<file path="src/rtl/serial_adder_pkg.sv">
// Shared definitions for the serial slice adder: FSM state encoding and slice width.
package serial_adder_pkg;

  localparam int SLICE_W = 4;

  typedef enum logic [1:0] {
    IDLE = 2'd0,
    RUN  = 2'd1,
    DONE = 2'd2
  } state_t;

endpackage

</file>
<file path="src/rtl/rca_4bit.sv">
// 4-bit ripple-carry adder slice: {Cout,Sum} = A + B + Cin.
module rca_4bit (
  input  logic [3:0] A,
  input  logic [3:0] B,
  input  logic       Cin,
  output logic [3:0] Sum,
  output logic       Cout
);

  logic [4:0] w_carry;

  assign w_carry[0] = Cin;

  for (genvar i = 0; i < 4; i++) begin : g_bit
    assign Sum[i]       = A[i] ^ B[i] ^ w_carry[i];
    assign w_carry[i+1] = (A[i] & B[i]) | (w_carry[i] & (A[i] ^ B[i]));
  end

  assign Cout = w_carry[4];

endmodule

</file>
<file path="src/rtl/serial_slice_adder.sv">
// Multi-cycle adder that sums WIDTH-bit operands one 4-bit slice per clock, LSB slice first,
// through a single shared ripple-carry slice.
module serial_slice_adder
  import serial_adder_pkg::*;
#(
  parameter int WIDTH = 16
) (
  input  logic             clk,
  input  logic             rst_n,
  input  logic             start,
  input  logic [WIDTH-1:0] A,
  input  logic [WIDTH-1:0] B,
  input  logic             Cin,
  output logic             busy,
  output logic             done,
  output logic [WIDTH-1:0] Sum,
  output logic             Cout
);

  localparam int NSLICE = WIDTH / SLICE_W;
  localparam int IDX_W  = $clog2(NSLICE);
  localparam logic [IDX_W-1:0] LAST_IDX = IDX_W'(NSLICE - 1);

  state_t           r_state;
  logic [WIDTH-1:0] r_a;
  logic [WIDTH-1:0] r_b;
  logic [WIDTH-1:0] r_res;
  logic             r_carry;
  logic [IDX_W-1:0] r_idx;

  logic [IDX_W+1:0]   w_base;
  logic [SLICE_W-1:0] w_sliceA;
  logic [SLICE_W-1:0] w_sliceB;
  logic [SLICE_W-1:0] w_sliceSum;
  logic               w_sliceCout;

  // Bit offset of the current slice (idx * 4).
  assign w_base   = {r_idx, 2'b00};
  assign w_sliceA = r_a[w_base +: SLICE_W];
  assign w_sliceB = r_b[w_base +: SLICE_W];

  rca_4bit u_slice (
    .A    (w_sliceA),
    .B    (w_sliceB),
    .Cin  (r_carry),
    .Sum  (w_sliceSum),
    .Cout (w_sliceCout)
  );

  always_ff @(posedge clk) begin
    if (!rst_n) begin
      r_state <= IDLE;
      r_a     <= '0;
      r_b     <= '0;
      r_res   <= '0;
      r_carry <= 1'b0;
      r_idx   <= '0;
      busy    <= 1'b0;
      done    <= 1'b0;
      Sum     <= '0;
      Cout    <= 1'b0;
    end else begin
      case (r_state)
        IDLE, DONE: begin
          done <= 1'b0;
          if (start) begin
            r_a     <= A;
            r_b     <= B;
            r_carry <= Cin;
            r_idx   <= '0;
            busy    <= 1'b1;
            r_state <= RUN;
          end else begin
            busy    <= 1'b0;
            r_state <= IDLE;
          end
        end
        RUN: begin
          r_res[w_base +: SLICE_W] <= w_sliceSum;
          r_carry <= w_sliceCout;
          r_idx   <= r_idx + IDX_W'(1);
          // The last slice is the top one, so the finished result merges it in directly.
          if (r_idx == LAST_IDX) begin
            Sum     <= {w_sliceSum, r_res[WIDTH-SLICE_W-1:0]};
            Cout    <= w_sliceCout;
            done    <= 1'b1;
            busy    <= 1'b0;
            r_state <= DONE;
          end
        end
        default: begin
          busy    <= 1'b0;
          done    <= 1'b0;
          r_state <= IDLE;
        end
      endcase
    end
  end

endmodule
</file>
<file path="config.mk">
export PLATFORM = sky130hd
export DESIGN_NAME = serial_slice_adder
export DESIGN_NICKNAME = d
export VERILOG_FILES = /design/src/rtl/serial_adder_pkg.sv /design/src/rtl/rca_4bit.sv /design/src/rtl/serial_slice_adder.sv
export SDC_FILE = /design/constraint.sdc
export NUM_CORES = 1
export LEC_CHECK = 0
export CAP_MARGIN = 10
export CORE_AREA = 3 3 77 79
export CTS_BUF_LIST = sky130_fd_sc_hd__clkbuf_16
export DETAILED_ROUTE_END_ITERATION = 16
export DIE_AREA = 0 0 80 82
export MAX_ROUTING_LAYER = met4
export PLACE_DENSITY = 0.82
export SYNTH_ARGS = -nofsm -noshare
export SYNTH_HDL_FRONTEND = slang
export SYNTH_SLANG_ARGS = --single-unit
</file>
<file path="constraint.sdc">
create_clock -name clk -period 4.1 [get_ports clk]
set_input_delay 0.615 -clock clk [delete_from_list [all_inputs] [get_ports clk]]
set_output_delay 0.615 -clock clk [all_outputs]
set_load 0.02 [all_outputs]
</file>
# == After elaboration in Yosys (flattened, before gate mapping) ==
# Cells that the tools add are included.
# W data, S select, Z words.
# word_totals
n_memories,0
latch_bits,0
in_bits,36
rom_bits,0
register_bits,72
output_inout_bits,19
mem_bits_rw,0
# op_classes
eq_ne,5
div,0
n_mux,11
n_mul,0
shift,4
n_addsub,2
n_bitwise,20
n_reduce_logical,7
magnitude_cmp,0
# ops
operator,n
$shiftx A16 B5 Y4,2
$bwmux W16,1
$shift A4 B6 Y16 const A,1
$shiftx A4 B6 Y16,1
$and A1 B1 Y1,8
$pmux W2 S2,2
$reduce_and A2 Y1,4
$xor A1 B1 Y1,8
$neg A4 Y6,1
$eq A2 B2 Y1 const B,2
$mux W1,4
$mux W2,2
$ne A2 B2 Y1 const B,2
$or A1 B1 Y1,4
$pmux W1 S2,2
$add A2 B1 Y2 const B,1
$eq A2 B1 Y1 const B,1
$logic_not A2 Y1,1
$reduce_bool A2 Y1,1
$reduce_or A2 Y1,1

# == Longest topological paths before layout ==
# Gate-level depths: netlist of run 1.
# logic_depth
depth_word,11
depth_mapped,12

# == Hierarchy ==
# A second synthesis of run 1 with hierarchy kept.
# hier_totals
cells_unflattened,333
hier_area_um2,3070.4
# modules_own_cells
module,seq_area_each_um2,instances,area_per_inst_um2,cells_per_inst
serial_slice_adder,1361.3,1,2952.8,319
rca_4bit,0.0,1,117.6,14

# == Worst setup path after synthesis of run 1 ==
# Ideal clock, no wire load.
# synth_path
path_type,reg2reg
from,register r_idx[1]
to,register r_res[3]
t_arrival_ps,2569
path_slack_ps,1408
setup_ps,123
path_stages_with_launch,13
path_cell_list,dfxtp_1 -> clkbuf_1 -> mux4_2 -> inv_1 -> fa_1 -> inv_1 -> fa_1 -> inv_1 -> fa_1 -> inv_1 -> fa_1 -> nand2_1 -> o22ai_1
# synth_between
elab_chain_len,11
word_cells_on_any_way,23
classes_between,add/sub: 1; shift: 4; mux: 1; bitwise: 17
# synth_rtl
item,line,rtl
start: declaration,serial_slice_adder.sv:29,logic [IDX_W-1:0] r_idx;
start signal: assignment,serial_slice_adder.sv:81,r_idx <= r_idx + IDX_W'(1);
$shiftx A16 B5 Y4 (on tied branches),"serial_slice_adder.sv:39, serial_slice_adder.sv:40",
$xor A1 B1 Y1,rca_4bit.sv:16,assign w_carry[i+1] = (A[i] & B[i]) | (w_carry[i] & (A[i] ^ B[i]));
$and A1 B1 Y1,rca_4bit.sv:16,
$or A1 B1 Y1,rca_4bit.sv:16,
$and A1 B1 Y1,rca_4bit.sv:16,
$or A1 B1 Y1,rca_4bit.sv:16,
$and A1 B1 Y1,rca_4bit.sv:16,
$or A1 B1 Y1,rca_4bit.sv:16,
$xor A1 B1 Y1 (*),rca_4bit.sv:15,assign Sum[i] = A[i] ^ B[i] ^ w_carry[i];
net u_slice.Sum[3],rca_4bit.sv:6,"output logic [3:0] Sum,"
$shiftx A4 B6 Y16 (*),serial_slice_adder.sv:79,r_res[w_base +: SLICE_W] <= w_sliceSum;
$bwmux W16 (*),serial_slice_adder.sv:79,
end signal: indexed assignment,serial_slice_adder.sv:79,
end: declaration,serial_slice_adder.sv:27,logic [WIDTH-1:0] r_res;
# The timed path passes the listed nets; every way through them passes the cells marked *.
# A chain may end at the register's enable or synchronous reset.

# == Worst setup path in the final report of run 1 ==
# layout_path
from,register r_idx[0]
to,register r_res[7]
# The elaborated chain is that of the path after synthesis.

==> reports/qor.yml, run 1 <==
period_share_pct: 71.61
start_kind: "flip-flop"
avgSynthCellArea_um2: 9.096
p_sw_mw: 0.3584
clk_pin_slew_ps: 50
drive_gt1_share_pct: 7.008
fp.dieW_um: 80
clk_latency_ps: 330
setup_viol_count_final: 0
holdCritPathClass: "flip-flop to flip-flop"
muxShareOfSynthArea_pct: 6.210
p_leak_nw: 1.386
outcome: "finished clean"
holdWs_ps: 448.5
ant_nets: 0
r2r_cells: 9
cts_buffers: 9
grt_usage_pct: 19.79
dp.cells: 426
tightest_slew_ps: 996.6
grt_first_pass_wirelength_um: 9570
post_cts.repair.setup_buffers: 0
swShare_pct: 23.50
cts_buffer_depth: 2
synth_top_area_share_pct: 46.92
yosysMostFrequentCell: "nand2_1"
diodes: 0
cp-end-kind: "flip-flop"
placed_area_mm2: 0.003422
io_pins: 55
fin_skew_ps: 5.972
synth_edf_count: 0
crit_start: "r_idx[0]"
synthAdderAreaFrac_pct: 4.916
synth_flop_cell: "dfxtp_1"
synthesis.nets: 364
r2r_slack_ps: 1160
cts_tree: "yes"
max_cap_violations: 0
hold_viol_final: 0
critPathArrivalTime_ps: 3190
finalCriticalPeriod_ps: 2936
drc_errors: 0
cts.sinks: 68
finalNonFillerCells: 443
ys_ff_latch: 68
grt_overflow: 0
cts_resized: 0
yosysUniqueCellTypes: 26
finalSetupTns_ps: 0
crit_type: "flip-flop to flip-flop"
die_area_mm2: 0.006560
stdcell_area_mm2: 0.003696
synth-simple-area-share_pct: 19.49
grt_max_degree: 73
rsz0062_at_grt: "false"
die_h_um: 82
fmax_mhz: 340.6
portBuffers: 54
netlist_area_mm2: 0.002902
r2r_end: "r_res[7]"
power_density_mw_per_mm2: 412.6
synth_top_family_by_area: "simple AND/OR/NAND/NOR gates"
dp_hpwl_um: 4082
synth_common_cells: "nand2_1 (112), dfxtp_1 (68), a21boi_1 (44)"
p_int_mw: 1.167
htree_levels: 3
clockPowerShare_pct: 43.6
synth_xor_area_share_pct: 0
synthArstFlopShare_pct: 0
drv_slew: 0
area_growth_pct: 27.38
initialDrtViolationCount: 106
vias_per_cell: 5.081
num_vias: 2251
rows: 27
crit_end: "r_res[7]"
synth_compound_area_share_pct: 16.95
combPwrFrac_pct: 10.2
yosys.area.top_type: "dfxtp_1"
yosys_warnings: 0
yosysSeqAreaShare_pct: 46.92
r2r-start: "r_idx[0]"
p_seq_share_pct: 46.2
drt_pass1_iterations: 4
holdBufCountCts: 0
core-area_mm2: 0.005405
worst-path-max-fanout: 8
grt_pass1_vias: 2142
synth_area_leaders: "dfxtp_1 (47%), nand2_1 (14%), a21boi_1 (11%)"
wl_per_cell_um: 13.20
start_util_pct: 53.68
gp_congestion: 0.7864
antenna_found_initial: 0
synthCells: 319
vdd_drop_max_uv: 253.9
worstPathRequired_ps: 4350
drt-total-wl_um: 5847
fin_nets: 411
root_buffer: "clkbuf_16"
slew_headroom_pct: 33.56
-- logic make-up after synthesis --
group	after synthesis
flip-flops	68
buffers and inverters	31
AND/OR/NAND/NOR	135
AO/OA/AOI/OAI	68
adder cells (fa/ha/maj)	9
multiplexers	8
-- layout by cell type (no fill, tap or decap), drive strengths merged, types with 3 or more instances in the layout --
| cell type | n |
|---|---|
| clkbuf | 9 |
| and3b | 4 |
| nand2 | 112 |
| clkdlybuf4s50 | 53 |
| fa | 4 |
| clkinv | 6 |
| buf | 4 |
| o22ai | 12 |
| nor2 | 3 |
| o21ai | 3 |
| mux4 | 8 |
| a21boi | 48 |
| inv | 10 |
| ha | 5 |
| dfxtp | 68 |
| nand2b | 4 |
| nand3 | 4 |
-- worst min path at each step --
| stage | startpoint | to | depth (start not counted) |
|---|---|---|---|
| after CTS | Sum[3] | Sum[3] | 2 |
| final | r_res[2] | Sum[2] | 2 |
| after floorplan | r_res[0] | Sum[0] | 2 |
| after detailed placement | r_a[2] | r_a[2] | 2 |
| after global routing | r_res[8] | Sum[8] | 2 |
| after global placement | r_res[8] | Sum[8] | 2 |
-- power by group through the flow --
stage	sequential [mW]	combinational, mW	clock [mW]
after CTS	0.704	0.155	0.676
after global routing	0.707	0.173	0.696
final	0.704	0.155	0.666
after global placement	0.718	0.148	0
after detailed placement	0.718	0.153	0
after floorplan	0.712	0.104	0
-- layer usage --
| metal | track usage, % | vias up | share of wire [%] |
|---|---|---|---|
| met5 | - | - | 0 |
| met4 | 8.108 | 0 | 1.6 |
| met3 | 5.592 | 10 | 5.4 |
| met2 | 33.53 | 60 | 51 |
| met1 | 22.05 | 1023 | 42 |
| li1 | - | 1158 | - |
-- layout make-up --
cell class / instances / area [um^2]
clock buffers: 9 / 225.2
well taps: 72 / 90.09
fillers: 440 / 1709
multi-input cells: 220 / 1383
inverters: 10 / 37.54
flip-flops and latches: 68 / 1361
clock inverters: 7 / 33.78
repair buffers: 57 / 565.5
-- through the flow --
stage | util (%) | worst slack, ps | total power [mW]
2_1_floorplan | - | 1408 | 0.8157
3_3_place_gp | 63.31 | 1297 | 0.8657
3_5_place_dp | 63.31 | 1175 | 0.8708
4_1_cts | 68.10 | 1137 | 1.535
5_1_grt | 68.38 | 929.4 | 1.576
6_report | 68.38 | 1164 | 1.525
-- critical path, stage by stage, from the launching register on --
cell and delay, ps:
dfxtp_1 530, buf_4 260, mux4_2 540, fa_1 450
inv_1 90, fa_1 160, inv_1 50, fa_1 500
nand2_1 90, o22ai_1 200
-- flip-flops by register name, indices dropped and copies added (netlist names) --
| register | flops |
|---|---|
| r_a | 16 |
| Cout | 1 |
| r_idx | 2 |
| r_state | 2 |
| r_b | 16 |
| done | 1 |
| r_res | 12 |
| Sum | 16 |
| r_carry | 1 |
| busy | 1 |
(Power assumes the default switching activity.)
==> run 2, diff against run 1 <==
--- a/config.mk
+++ b/config.mk
@@ -6,12 +6,12 @@
 export NUM_CORES = 1
 export LEC_CHECK = 0
 export CAP_MARGIN = 10
-export CORE_AREA = 3 3 77 79
+export CORE_AREA = 3 3 84 86
 export CTS_BUF_LIST = sky130_fd_sc_hd__clkbuf_16
 export DETAILED_ROUTE_END_ITERATION = 16
-export DIE_AREA = 0 0 80 82
+export DIE_AREA = 0 0 87 89
 export MAX_ROUTING_LAYER = met4
-export PLACE_DENSITY = 0.82
+export PLACE_DENSITY = 0.73
 export SYNTH_ARGS = -nofsm -noshare
 export SYNTH_HDL_FRONTEND = slang
 export SYNTH_SLANG_ARGS = --single-unit
==> constraint.sdc (replaced) <==
create_clock -name clk -period 2.5 [get_ports clk]
set_input_delay 0.375 -clock clk [delete_from_list [all_inputs] [get_ports clk]]
set_output_delay 0.375 -clock clk [all_outputs]
set_load 0.02 [all_outputs]
==> run 2 against run 1 <==
  * Routed wire length rose by 3.7%
  * Critical path depth rose by 2
  * Combinational power rose by 73%
  * Highest routed layer unchanged
  * First-iteration DRC count fell by 42%
  * Global-route usage fell by 2.3 points
  * The run now ends with negative setup slack left
  * Non-clock buffer count rose by 8
  * Sequential share of layout area fell by 0.92 points
  * Cell area rose by 2.8%
  * Die area rose by 18%
==> reports/qor.yml, run 2 (synthesis results as in run 1) <==
num_vias: 2297  # +2.0%
root_buffer: "clkbuf_16"
cp_num_buf_inv: 4  # +1
tightest_slew_ps: 729.5  # -267.1 ps
max_cap_violations: 0  # unchanged
rows: 29  # +7.4%
preCtsSetupSlack_ps: -140.1  # -1315 ps
cp-end-kind: "flip-flop"
drv_slew: 0  # unchanged
hold_viol_final: 0  # unchanged
cts_tree: "yes"
critPathArrivalTime_ps: 2860  # -330 ps
die_h_um: 89  # +8.5%
fin_nets: 419  # +1.9%
power_density_mw_per_mm2: 683.2  # +66%
diodes: 0  # unchanged
start_util_pct: 45.69  # -8.0 points
grt_pass1_vias: 2273  # +6.1%
setup_viol_count_final: 5  # +5
path_cells: "mux4_2 -> inv_2 -> fa_1 -> inv_1 -> fa_2 -> inv_2 -> fa_2 -> inv_1 -> fa_1 -> nand2_2 -> o22ai_1"
portBuffers: 54  # unchanged
cts.sinks: 68  # unchanged
io_pins: 55  # unchanged
grt_usage_pct: 17.48  # -2.3 points
initialDrtViolationCount: 62  # -42%
cts_buffers: 9  # unchanged
start_kind: "flip-flop"
layout_setup_ws_ps: -106.6  # -1271 ps
wl_per_cell_um: 13.29  # +0.70%
drt_pass1_iterations: 4  # unchanged
period_share_pct: 104.3  # +33 points
final_common_cell: "nand2_1"
clk_latency_ps: 330  # about the same
outcome: "complete, but fails checks"
biggestRegsByFlops: "Sum x16, r_a x16, r_b x16"
antenna_found_initial: 0  # unchanged
clk_pin_slew_ps: 60  # about the same
die_area_mm2: 0.007743  # +18%
violations: "negative setup slack"
grt_max_degree: 47  # -36%
grt_first_pass_wirelength_um: 10180  # +6.4%
post_cts.repair.setup_buffers: 0  # unchanged
vias_per_cell: 5.037  # -0.87%
grt_overflow: 0  # unchanged
rsz0062_at_grt: "true"
gp_congestion: 0.8549  # +8.7%
drc_errors: 0  # unchanged
holdCritPathClass: "flip-flop to flip-flop"
total_power_mw: 2.597  # +70%
layout_common_cells: "nand2_1 (111), dfxtp_1 (67), clkdlybuf4s50_1 (53)"
vdd_drop_max_uv: 459.5  # +81%
ant_nets: 0  # unchanged
htree_levels: 3  # unchanged
worstPathRequired_ps: 2750  # -1600 ps
crit_family: "adder cells"
drt-total-wl_um: 6061  # +3.7%
drive_gt1_share_pct: 11.61  # +4.6 points
crit_path_max_incr_delay_ps: 510  # -30 ps
slowest_stage: "fa_1"
finalCriticalPeriod_ps: 2607  # -329.3 ps
worst-path-max-fanout: 4  # -4
fp.dieW_um: 87  # +8.8%
crit_type: "flip-flop to flip-flop"
core-area_mm2: 0.006350  # +17%
holdWs_ps: 448.7  # +0.2780 ps
dp_hpwl_um: 4421  # +8.3%
slew_headroom_pct: 51.37  # +18 points
fmax_mhz: 383.6  # +13%
p_leak_nw: 1.435  # +3.6%
area_growth_pct: 31.00
cts_buffer_depth: 2  # unchanged
fin_skew_ps: 4.495  # -1.478 ps
-- run 2: stage by stage --
| stage | util (%) | setup TNS [ps] | area (um^2) | std cells |
|---|---|---|---|---|
| floorplan | - | -0.9841 | 2909 | 319 |
| global placement | 55.11 | -233.2 | 3500 | 440 |
| finish | 59.86 | -334.4 | 3801 | 456 |
| global route | 59.86 | -960.5 | 3801 | 456 |
| CTS | 59.76 | -331.1 | 3795 | 456 |
| detailed placement | 55.11 | -463.3 | 3500 | 440 |
-- run 2: final timing paths --
check,slack [ps],depth (start not counted),end,start
worst max-delay path,-110,11,r_res[3],r_idx[0]
worst min-delay path,450,2,Sum[0],Sum[0]
worst max register to register,-110,11,r_res[3],r_idx[0]
worst min register to register,450,2,Sum[0],Sum[0]
-- run 2: timing repair --
item	CTS	global route
resized for setup	4	2
pin swaps	3	4
endpoints found under the setup margin	5	9
hold buffers	0	0
cloned	0	0
-- run 2: worst min-delay path, cell delays in order, from the launching register on --
cell	delay, ps
dfxtp_1	300
nand2_1	50
a21boi_1	50
-- run 2: metal layers --
layer	global-route usage, %	vias to the layer above	routed length (um)
met5	-	-	0
met4	7.649	0	106
li1	-	1179	-
met2	30.02	60	3068
met1	19.47	1047	2563
met3	3.963	11	322
-- run 2: power by group --
part | internal (mW) | switching [mW]
logic | 0.141 | 0.127
registers | 1.13 | 0.0249
clock network | 0.724 | 0.454
-- run 2: area by class of cell --
type	instances	area (um^2)
Tap cell	77	96.34
Sequential cell	68	1365
Clock inverter	6	37.54
Multi-Input combinational cell	220	1396
Timing Repair Buffer	65	618.1
Clock buffer	10	250.2
Fill cell	564	2549
Inverter	10	37.54
==> run 3, diff against run 2 <==
--- a/config.mk
+++ b/config.mk
@@ -6,12 +6,13 @@
 export NUM_CORES = 1
 export LEC_CHECK = 0
 export CAP_MARGIN = 10
-export CORE_AREA = 3 3 84 86
+export CORE_AREA = 3 3 77 79
 export CTS_BUF_LIST = sky130_fd_sc_hd__clkbuf_16
+export CTS_CLUSTER_SIZE = 16
 export DETAILED_ROUTE_END_ITERATION = 16
-export DIE_AREA = 0 0 87 89
+export DIE_AREA = 0 0 80 82
 export MAX_ROUTING_LAYER = met4
-export PLACE_DENSITY = 0.73
+export PLACE_DENSITY = 0.82
 export SYNTH_ARGS = -nofsm -noshare
 export SYNTH_HDL_FRONTEND = slang
 export SYNTH_SLANG_ARGS = --single-unit
==> constraint.sdc (replaced) <==
create_clock -name clk -period 3 [get_ports clk]
set_input_delay 0.45 -clock clk [delete_from_list [all_inputs] [get_ports clk]]
set_output_delay 0.45 -clock clk [all_outputs]
set_load 0.02 [all_outputs]
==> run 3 against run 2 <==
  * The flow now finishes without violations
  * Routed wire length rose by 0.87%
  * Critical endpoint unchanged
  * Total power fell by 20%
  * Register-to-register slack improved by 350 ps
  * Final cell count fell by 2.6%
  * Highest routed layer unchanged
  * Critical path type unchanged
  * Non-clock buffer count fell by 6
==> reports/qor.yml, run 3 (synthesis results as in run 1) <==
cts_buffer_depth: 2  # unchanged
setup_viol_count_final: 0  # -5
crit_type: "flip-flop to flip-flop"
worst-path-max-fanout: 11  # +7
stdcell_area_mm2: 0.003696  # -2.8%
finalCoreUtilization_pct: 68.38  # +8.5 points
p_int_mw: 1.589  # -20%
wl_per_cell_um: 13.77  # +3.6%
die_h_um: 82  # -7.9%
grt_pass1_vias: 2202  # -3.1%
clk_pin_slew_ps: 50  # about the same
vias_per_cell: 5.191  # +3.1%
crit_top_cell: "fa_1"
start_kind: "flip-flop"
num_vias: 2305  # +0.35%
post_cts.repair.setup_buffers: 0  # unchanged
hold_path.startpoint: "r_res[11]"
multi_input_comb_area_mm2: 0.001383  # -0.99%
power_density_mw_per_mm2: 560.7  # -18%
path_depth: 9  # -2
slew_headroom_pct: 45.87  # -5.5 points
drive_gt1_share_pct: 7.258  # -4.4 points
area_growth_pct: 27.38
placed_area_mm2: 0.003445  # -1.6%
cts_buffers: 9  # unchanged
diodes: 0  # unchanged
swShare_pct: 23.33  # about the same
min_path_cells: 2  # unchanged
total_power_mw: 2.072  # -20%
grt_first_pass_wirelength_um: 10200  # +0.14%
portBuffers: 54  # unchanged
fin_skew_ps: 5.810  # +1.316 ps
drc_errors: 0  # unchanged
cp_num_buf_inv: 3  # -1
regArea_mm2: 0.001363  # -0.18%
grt_overflow: 0  # unchanged
grt_max_degree: 58  # +23%
hold_viol_final: 0  # unchanged
r2r_end: "r_res[3]"
drv_slew: 0  # unchanged
ant_nets: 0  # unchanged
clockPowerShare_pct: 43.2  # -2.2 points
holdCritPathClass: "flip-flop to flip-flop"
combPwrFrac_pct: 10.4  # about the same
path_cells: "buf_4 -> mux4_2 -> fa_1 -> inv_1 -> fa_1 -> inv_1 -> fa_1 -> nand2_1 -> o22ai_1"
gp_congestion: 0.8046  # -5.9%
cts_resized: 0  # -4
p_sw_mw: 0.4835  # -20%
r2r-start: "r_idx[0]"
critPathArrivalTime_ps: 3010  # +150 ps
period_share_pct: 91.96  # -12 points
initialDrtViolationCount: 82  # +32%
holdBufCountCts: 0  # unchanged
p_leak_nw: 1.399  # -2.5%
start_util_pct: 53.68  # +8.0 points
final_common_cell: "nand2_1"
crit_path_max_incr_delay_ps: 530  # +20 ps
vdd_drop_max_uv: 350.0  # -24%
htree_levels: 3  # unchanged
finalSetupTns_ps: 0  # +334.4 ps
crit_family: "adder cells"
root_buffer: "clkbuf_16"
fill_cells: 443  # -21%
tightest_slew_ps: 811.9  # +82.39 ps
cts_tree: "yes"
r2r_cells: 9  # -2
p_seq_share_pct: 46.5  # +2.2 points
fin_nets: 413  # -1.4%
layout_common_cells: "nand2_1 (112), dfxtp_1 (67), clkdlybuf4s50_1 (53)"
core-area_mm2: 0.005405  # -15%
slowest_stage: "mux4_2"
cts.sinks: 68  # unchanged
holdPathEnd: "Sum[11]"
io_pins: 55  # unchanged
finalCriticalPeriod_ps: 2759  # +152.3 ps
dp_hpwl_um: 4249  # -3.9%
rows: 27  # -6.9%
outcome: "finished clean"
fp.dieW_um: 80  # -8.0%
biggestRegsByFlops: "Sum x16, r_a x16, r_b x16"
grt_usage_pct: 21.02  # +3.5 points
antenna_found_initial: 0  # unchanged
die_area_mm2: 0.006560  # -15%
r2r_slack_ps: 240  # +350 ps
clk_latency_ps: 330  # about the same
max_cap_violations: 0  # unchanged
worstPathRequired_ps: 3250  # +500 ps
drt-total-wl_um: 6114  # +0.87%
cp-end-kind: "flip-flop"
drt_pass1_iterations: 4  # unchanged
fmax_mhz: 362.5  # -5.5%
rsz0062_at_grt: "false"
run 3: area by class of cell:
| cell class | count | area share [%] |
|---|---|---|
| Clock inverter | 6 | 0.6770 |
| Timing Repair Buffer | 59 | 15.50 |
| Sequential cell | 68 | 36.87 |
| Tap cell | 72 | 2.437 |
| Inverter | 10 | 1.016 |
| Clock buffer | 9 | 6.093 |
| Multi-Input combinational cell | 220 | 37.41 |
run 3: per-stage QoR:
step	instances	hold slack (ps)	setup WS, ps
after floorplan	319	431.0	308.3
after global placement	429	440.1	215.4
after detailed placement	429	445.6	121.9
after CTS	444	452.7	111.8
after global routing	444	465.7	33.98
final	444	448.8	241.1
run 3: worst max-delay path by stage:
stage | from | endpoint | slack (ps)
3_3_place_gp | r_idx[0] | r_res[3] | 220
4_1_cts | r_idx[0] | r_res[3] | 110
5_1_grt | r_idx[0] | r_res[3] | 30
2_1_floorplan | r_idx[1] | r_res[3] | 310
6_report | r_idx[0] | r_res[3] | 240
3_5_place_dp | r_idx[0] | r_res[3] | 120
run 3: worst min-delay path, stage by stage, from the launching register on:
cell	delay (ps)
dfxtp_1	300
nand2_1	50
a21boi_1	50
run 3: power groups by stage:
stage | Combinational [mW] | Clock, mW | Sequential [mW]
floorplan | 0.142 | 0 | 0.973
global placement | 0.206 | 0 | 0.980
detailed placement | 0.212 | 0 | 0.981
CTS | 0.216 | 0.907 | 0.962
global route | 0.236 | 0.948 | 0.966
finish | 0.215 | 0.895 | 0.963
run 3: metal layers:
layer	GRT usage, %	vias to the layer above	wire [um]	part of all wire [%]
met2	35.93	61	3124	51
met5	-	-	0	0
met1	23.25	1079	2592	42
met4	9.291	0	105	1.7
li1	-	1154	-	-
met3	5.373	11	292	4.8
